**src/rtl/task_scheduler.sv**
```systemverilog
// Multi-task sequencer: walks every enabled task in ascending order, feeding TV-in bytes
// from the input FIFO and collecting answer words into per-task output address windows.
module task_scheduler #(
    parameter int                NUM_TASKS  = 16,
    parameter logic [31:0]       TASK_MASK  = 32'h0000_0211,
    parameter int                DIN_W      = 8,
    parameter int                DOUT_W     = 32,
    parameter int                ADDR_W     = 32,
    parameter int                LEN_W      = 12,
    parameter logic [ADDR_W-1:0] OUT_BASE   = 32'hA000_0800,
    parameter logic [ADDR_W-1:0] OUT_STRIDE = 32'h0000_0100,
    parameter int                TIMEOUT    = 1024
) (
    input  logic                        i_clk,
    input  logic                        i_rst_n,
    input  logic                        i_start,
    input  logic [NUM_TASKS*LEN_W-1:0]  i_in_len,
    input  logic [NUM_TASKS*LEN_W-1:0]  i_out_len,
    input  logic [DIN_W-1:0]            i_fifo_data,
    input  logic                        i_fifo_valid,
    output logic                        o_fifo_rd,
    output logic [NUM_TASKS-1:0]        o_task_sel,
    output logic [DIN_W-1:0]            o_task_data,
    output logic                        o_task_valid,
    output logic                        o_task_last,
    input  logic [NUM_TASKS-1:0]        i_task_ready,
    input  logic [NUM_TASKS*DOUT_W-1:0] i_task_ans,
    input  logic [NUM_TASKS-1:0]        i_task_ans_valid,
    output logic                        o_task_ans_ready,
    output logic [ADDR_W-1:0]           o_wr_addr,
    output logic [DOUT_W-1:0]           o_wr_data,
    output logic                        o_wr_valid,
    input  logic                        i_wr_ready,
    output logic                        o_busy,
    output logic                        o_done,
    output logic [4:0]                  o_cur_task,
    output logic [NUM_TASKS-1:0]        o_timeout_mask
);

    localparam int WD_W = $clog2(TIMEOUT + 1);

    typedef enum logic [2:0] {
        S_IDLE,
        S_SELECT,
        S_FEED,
        S_DRAIN,
        S_NEXT,
        S_DONE
    } state_t;

    state_t               state_q, state_d;
    logic [4:0]           cur_q;
    logic [5:0]           start_idx_q;
    logic [LEN_W-1:0]     byte_cnt_q;
    logic [LEN_W-1:0]     word_cnt_q;
    logic [WD_W-1:0]      wdog_q;
    logic [NUM_TASKS-1:0] tmo_mask_q;

    logic                 wr_vld_p1;
    logic [ADDR_W-1:0]    wr_addr_p1;
    logic [DOUT_W-1:0]    wr_data_p1;

    logic [LEN_W-1:0]     in_len_cur, out_len_cur;
    logic [DOUT_W-1:0]    ans_cur;
    logic                 ans_vld_cur, rdy_cur;
    logic                 found;
    logic [4:0]           found_idx;
    logic                 in_feed, in_drain;
    logic                 task_vld, fifo_rd, last_byte, ans_acc;
    logic                 feed_stall, drain_stall, timeout_hit;

    function automatic logic [ADDR_W-1:0] win_addr(input logic [4:0] idx,
                                                   input logic [LEN_W-1:0] k);
        win_addr = OUT_BASE + ADDR_W'(idx) * OUT_STRIDE + ADDR_W'(k) * ADDR_W'(DOUT_W / 8);
    endfunction

    always_comb begin
        in_len_cur  = '0;
        out_len_cur = '0;
        ans_cur     = '0;
        ans_vld_cur = 1'b0;
        rdy_cur     = 1'b0;
        for (int i = 0; i < NUM_TASKS; i++) begin
            if (cur_q == 5'(i)) begin
                in_len_cur  = i_in_len[i*LEN_W +: LEN_W];
                out_len_cur = i_out_len[i*LEN_W +: LEN_W];
                ans_cur     = i_task_ans[i*DOUT_W +: DOUT_W];
                ans_vld_cur = i_task_ans_valid[i];
                rdy_cur     = i_task_ready[i];
            end
        end
    end

    // Descending scan so the lowest enabled index at or above start_idx_q wins.
    always_comb begin
        found     = 1'b0;
        found_idx = '0;
        for (int i = NUM_TASKS - 1; i >= 0; i--) begin
            if (TASK_MASK[i] && (6'(i) >= start_idx_q)) begin
                found     = 1'b1;
                found_idx = 5'(i);
            end
        end
    end

    assign in_feed     = (state_q == S_FEED);
    assign in_drain    = (state_q == S_DRAIN);
    assign task_vld    = in_feed & i_fifo_valid & (in_len_cur != '0);
    assign fifo_rd     = task_vld & rdy_cur;
    assign last_byte   = (byte_cnt_q == in_len_cur - LEN_W'(1));
    assign ans_acc     = in_drain & ans_vld_cur & (~wr_vld_p1 | i_wr_ready) &
                         (word_cnt_q < out_len_cur);
    assign feed_stall  = task_vld & ~fifo_rd;
    assign drain_stall = in_drain & ~wr_vld_p1 & ~ans_acc;
    assign timeout_hit = (feed_stall | drain_stall) && (wdog_q == WD_W'(TIMEOUT - 1));

    always_ff @(posedge i_clk) begin
        if (!i_rst_n) begin
            state_q <= S_IDLE;
        end else begin
            state_q <= state_d;
        end
    end

    always_comb begin
        state_d = state_q;
        case (state_q)
            S_IDLE, S_DONE: if (i_start) state_d = S_SELECT;
            S_SELECT:       state_d = found ? S_FEED : S_DONE;
            S_FEED: begin
                if (timeout_hit)
                    state_d = S_NEXT;
                else if ((in_len_cur == '0) || (fifo_rd && last_byte))
                    state_d = S_DRAIN;
            end
            S_DRAIN: begin
                if (timeout_hit)
                    state_d = S_NEXT;
                else if ((word_cnt_q == out_len_cur) && !wr_vld_p1)
                    state_d = S_NEXT;
            end
            S_NEXT:         state_d = S_SELECT;
            default:        state_d = S_IDLE;
        endcase
    end

    always_ff @(posedge i_clk) begin
        if (!i_rst_n) begin
            cur_q       <= '0;
            start_idx_q <= '0;
            byte_cnt_q  <= '0;
            word_cnt_q  <= '0;
            wdog_q      <= '0;
            tmo_mask_q  <= '0;
        end else begin
            case (state_q)
                S_IDLE, S_DONE: begin
                    if (i_start) begin
                        tmo_mask_q  <= '0;
                        start_idx_q <= '0;
                    end
                end
                S_SELECT: begin
                    if (found) begin
                        cur_q      <= found_idx;
                        byte_cnt_q <= '0;
                        word_cnt_q <= '0;
                        wdog_q     <= '0;
                    end
                end
                S_FEED: begin
                    if (fifo_rd) begin
                        byte_cnt_q <= byte_cnt_q + LEN_W'(1);
                        wdog_q     <= '0;
                    end else if (feed_stall) begin
                        wdog_q <= wdog_q + WD_W'(1);
                    end
                    if (state_d == S_DRAIN)
                        wdog_q <= '0;
                    if (timeout_hit)
                        tmo_mask_q[cur_q] <= 1'b1;
                end
                S_DRAIN: begin
                    if (ans_acc) begin
                        word_cnt_q <= word_cnt_q + LEN_W'(1);
                        wdog_q     <= '0;
                    end else if (drain_stall) begin
                        wdog_q <= wdog_q + WD_W'(1);
                    end
                    if (timeout_hit)
                        tmo_mask_q[cur_q] <= 1'b1;
                end
                S_NEXT: start_idx_q <= {1'b0, cur_q} + 6'd1;
                default: ;
            endcase
        end
    end

    // p1: one-entry write register, loaded on answer accept, held until the sink takes it
    always_ff @(posedge i_clk) begin
        if (!i_rst_n) begin
            wr_vld_p1  <= 1'b0;
            wr_addr_p1 <= '0;
            wr_data_p1 <= '0;
        end else if (ans_acc) begin
            wr_vld_p1  <= 1'b1;
            wr_addr_p1 <= win_addr(cur_q, word_cnt_q);
            wr_data_p1 <= ans_cur;
        end else if (i_wr_ready) begin
            wr_vld_p1 <= 1'b0;
        end
    end

    always_comb begin
        o_task_sel = '0;
        if (in_feed || in_drain)
            o_task_sel = NUM_TASKS'(1) << cur_q;
        o_busy = (state_q == S_SELECT) || in_feed || in_drain || (state_q == S_NEXT);
        o_done = (state_q == S_DONE);
    end

    assign o_fifo_rd        = fifo_rd;
    assign o_task_valid     = task_vld;
    assign o_task_data      = in_feed ? i_fifo_data : '0;
    assign o_task_last      = task_vld & last_byte;
    assign o_task_ans_ready = ans_acc;
    assign o_wr_valid       = wr_vld_p1;
    assign o_wr_addr        = wr_addr_p1;
    assign o_wr_data        = wr_data_p1;
    assign o_cur_task       = cur_q;
    assign o_timeout_mask   = tmo_mask_q;

endmodule

```
**config.mk**
```make
export PLATFORM = sky130hd
export DESIGN_NAME = task_scheduler
export DESIGN_NICKNAME = d
export VERILOG_FILES = /design/src/rtl/task_scheduler.sv
export SDC_FILE = /design/constraint.sdc
export NUM_CORES = 1
export LEC_CHECK = 0
export CAP_MARGIN = 20
export CORE_AREA = 10 10 401 403
export CTS_CLUSTER_DIAMETER = 40
export DETAILED_ROUTE_END_ITERATION = 7
export DIE_AREA = 0 0 411 413
export GPL_ROUTABILITY_DRIVEN = 0
export SLEW_MARGIN = 20
export SYNTH_ARGS = -nofsm -noshare
export SYNTH_HDL_FRONTEND = slang
export SYNTH_SLANG_ARGS = --single-unit
```
**constraint.sdc**
```tcl
create_clock -name i_clk -period 9 [get_ports i_clk]
set_input_delay 1.8 -clock i_clk [delete_from_list [all_inputs] [get_ports i_clk]]
set_output_delay 1.8 -clock i_clk [all_outputs]
set_load 0.005 [all_outputs]
```
==> flow_metrics.tcl <==
set metrics [dict create \
    status "completed" \
    fin_crit_sh_pct 85.4 \
    hold_viol 0 \
    post_cts_buffers 0 \
    regToRegSetupSlack_ns 4.15 \
    cts_resized 0 \
    synth_area_um2 6830 \
    whs_ns 0.461 \
    total_power_mw 1.24 \
    max_slew.worst_pin.slew_ns 0.861 \
    fin_cells 3050 \
    grt_overflow 0 \
    placed_area_um2 12300 \
    avgSynthCellArea_um2 9.80 \
    endpoint "o_task_last" \
    nets 1958 \
    drive_gt1_share_pct 9.51 \
    yosys_warnings 0 \
    max-clock-path-buffers 2 \
    ys.flop_type "dfxtp_1" \
    clk_latency_ns 0.39 \
    grtUsageTotal_pct 5.13 \
    cts_hold_buf 0 \
    irDropWorstVdd_mv 0.0948 \
    grt_max_degree 64 \
    cts.clk_slew.worst_paths_ns 0.07 \
    grt_pass1_vias 6972 \
    root_buffer "clkbuf_16" \
    crit-reg2reg-capture "o_wr_data[4]" \
    setup_viol 0 \
    drv_cap 0 \
    p_leak_nw 3.65 \
    initialDrtViolationCount 280 \
    p_per_area_nw_per_um2 97.8 \
    viasPerCell 2.15 \
    core_um2 153000 \
    critPathLaunchType "input port" \
    drc_errors 0 \
    design_area_um2 12600 \
    relSlewSlack_pct 42.4 \
    vias 6548 \
    multi_input_area_um2 4420 \
    reg2regPathDepth 14 \
    hold_class "register to register" \
    tritoncts "built" \
    grt_antenna_before_repair 30 \
    synth_sequential_area_ratio_pct 28.7 \
    slew_violations 0 \
    setup_tns_ns 0 \
    path_class "input port to output port" \
    fmax_ghz 0.130 \
    placedCellCount 3027 \
    die_y_um 413 \
    numPortBuffers 321 \
    synth_edf_count 0 \
    cts-buffers-inserted 9 \
    drtPass1Iterations 4 \
    n_fill_cell 17800 \
    synth.distinct_cells 65 \
    grt_first_pass_wirelength_mm 58.7 \
    critPathArrivalTime_ns 5.88 \
    cp_max_fo 4 \
    final_antenna_net_count 0 \
    async_flop_share_pct 0 \
    post-route-min-period_ns 7.68 \
    finalWirelength_mm 45.3 \
    area_growth_pct 85.1 \
    wire_per_inst_um 14.9 \
    clock_sink_count 98 \
    dp_hpwl_mm 41.0 \
    fp.dieW_um 411 \
    io_pins 1057 \
    ys_ff_latch 98 \
    start_util_pct 4.46 \
    clock_skew_ns 0.0156 \
    rsz0062_at_grt "false" \
    fp-row-count 144 \
    seq_area_um2 1970 \
    netlist_instances 697 \
    die_area_um2 170000 \
    cts-htree-levels 3 \
    worstSetupStartpoint "i_in_len[156]" \
    r2r-start "o_cur_task[2]" \
    cp_data_required_time_ns 7.20 \
    cp-end-kind "output port" \
]
how the worst min path moves through the flow:
stage | startpoint | endpoint | cells past startpoint
after CTS | o_timeout_mask[8] | o_timeout_mask[8] | 1
after detailed placement | o_timeout_mask[8] | o_timeout_mask[8] | 1
after floorplan | o_timeout_mask[0] | o_timeout_mask[0] | 2
after global placement | o_timeout_mask[1] | o_timeout_mask[1] | 1
after global routing | o_timeout_mask[9] | o_timeout_mask[9] | 2
final | o_timeout_mask[4] | o_timeout_mask[4] | 2
worst max-delay path, stage by stage:
cell and delay [ns]:
clkdlybuf4s50_1 0.46, mux4_2 0.55, inv_1 0.08, ha_1 0.21
nand2_1 0.09, o22a_1 0.30, or3_1 0.38, a2111oi_2 0.42
o2111ai_1 0.23, a2111oi_0 0.47, buf_4 0.20, clkdlybuf4s50_1 0.70
kinds of logic (layout without fill, tap and decap cells):
family | count (synthesis) | in the layout | synth area share [%]
compound gates | 92 | 92 | 9.75
xor+xnor | 52 | 52 | 6.67
fa+ha+maj | 23 | 23 | 4.21
buf+inv | 107 | 371 | 8.61
flops | 98 | 98 | 28.7
mux | 94 | 94 | 24.6
other cells | 1 | 46 | 0.0549
simple gates | 230 | 230 | 17.4
power by group:
group | leakage [nW] | internal, mW | switching [mW]
Clock | 0.153 | 0.223 | 0.199
Combinational | 2.71 | 0.198 | 0.158
Sequential | 0.792 | 0.440 | 0.0184
Total | 3.65 | 0.861 | 0.375
synth_stat cells (all sizes together), types with 16 or more instances:
| library cell | n | area, um2 |
|---|---|---|
| ha | 23 | 288 |
| mux4 | 58 | 1310 |
| mux2i | 34 | 340 |
| xor2 | 20 | 175 |
| clkbuf | 24 | 90.1 |
| inv | 26 | 97.6 |
| buf | 57 | 400 |
| and2 | 20 | 125 |
| o21ai | 16 | 80.1 |
| xnor2 | 32 | 280 |
| nor2 | 52 | 198 |
| dfxtp | 98 | 1960 |
| nand2 | 56 | 210 |
| nor2b | 43 | 269 |
registers in the layout (all words and copies together) (netlist names):
signal and cells:
wdog_q 11, byte_cnt_q 12, o_timeout_mask 8, word_cnt_q 12
state_q 3, o_wr_addr 14, o_cur_task 2, o_wr_data 32
start_idx_q 3, o_wr_valid 1
stage by stage:
stage	util (%)	setup slack [ns]
4_1_cts	8.25	1.35
5_1_grt	8.25	1.12
2_1_floorplan	-	2.88
6_report	8.26	1.32
3_5_place_dp	8.05	1.36
3_3_place_gp	8.05	1.37
layer usage:
layer / vias to the layer above / GRT usage [%] / part of all wire, %
met5: - / 0 / 0.21
met4: 16 / 1.80 / 3.2
met3: 55 / 2.64 / 11
met2: 386 / 8.39 / 45
met1: 3056 / 5.69 / 40
li1: 3035 / - / -
area by class of cell:
cell class / instances / share of cell area, %
Tap cell: 2044 / 20.2
Clock inverter: 6 / 0.643
Sequential cell: 98 / 15.6
Antenna cell: 7 / 0.139
Multi-Input combinational cell: 530 / 35.0
Inverter: 26 / 0.772
Clock buffer: 10 / 1.81
Timing Repair Buffer: 329 / 25.9
layout by cell type (no fill, tap or decap), types with 4 or more instances in the layout:
cell type        synthesis  final
ha_1                    23     23
clkbuf_16                0      9
a211oi_1                12     12
nand2b_1                 5      5
xnor2_1                 32     32
clkdlybuf4s50_1          0    320
nor2_1                  51     51
nor2b_1                 43     43
o21ai_0                 15     15
mux4_2                  56     56
a21oi_1                 11     11
and2_1                  20     20
mux2i_1                 34     34
a21boi_0                11     11
nor3_1                   4      4
inv_1                   25     25
nand3_1                 13     13
nand2_1                 56     56
a21o_1                   5      5
o21a_1                   5      5
buf_4                   42      8
dfxtp_1                 98     96
a31oi_1                  4      4
and3_1                   9      9
diode_2                  0      7
conb_1                   1     39
nand4_1                 11     11
o2111ai_1                5      5
xor2_1                  20     20
Power figures use the tool's default switching activity.
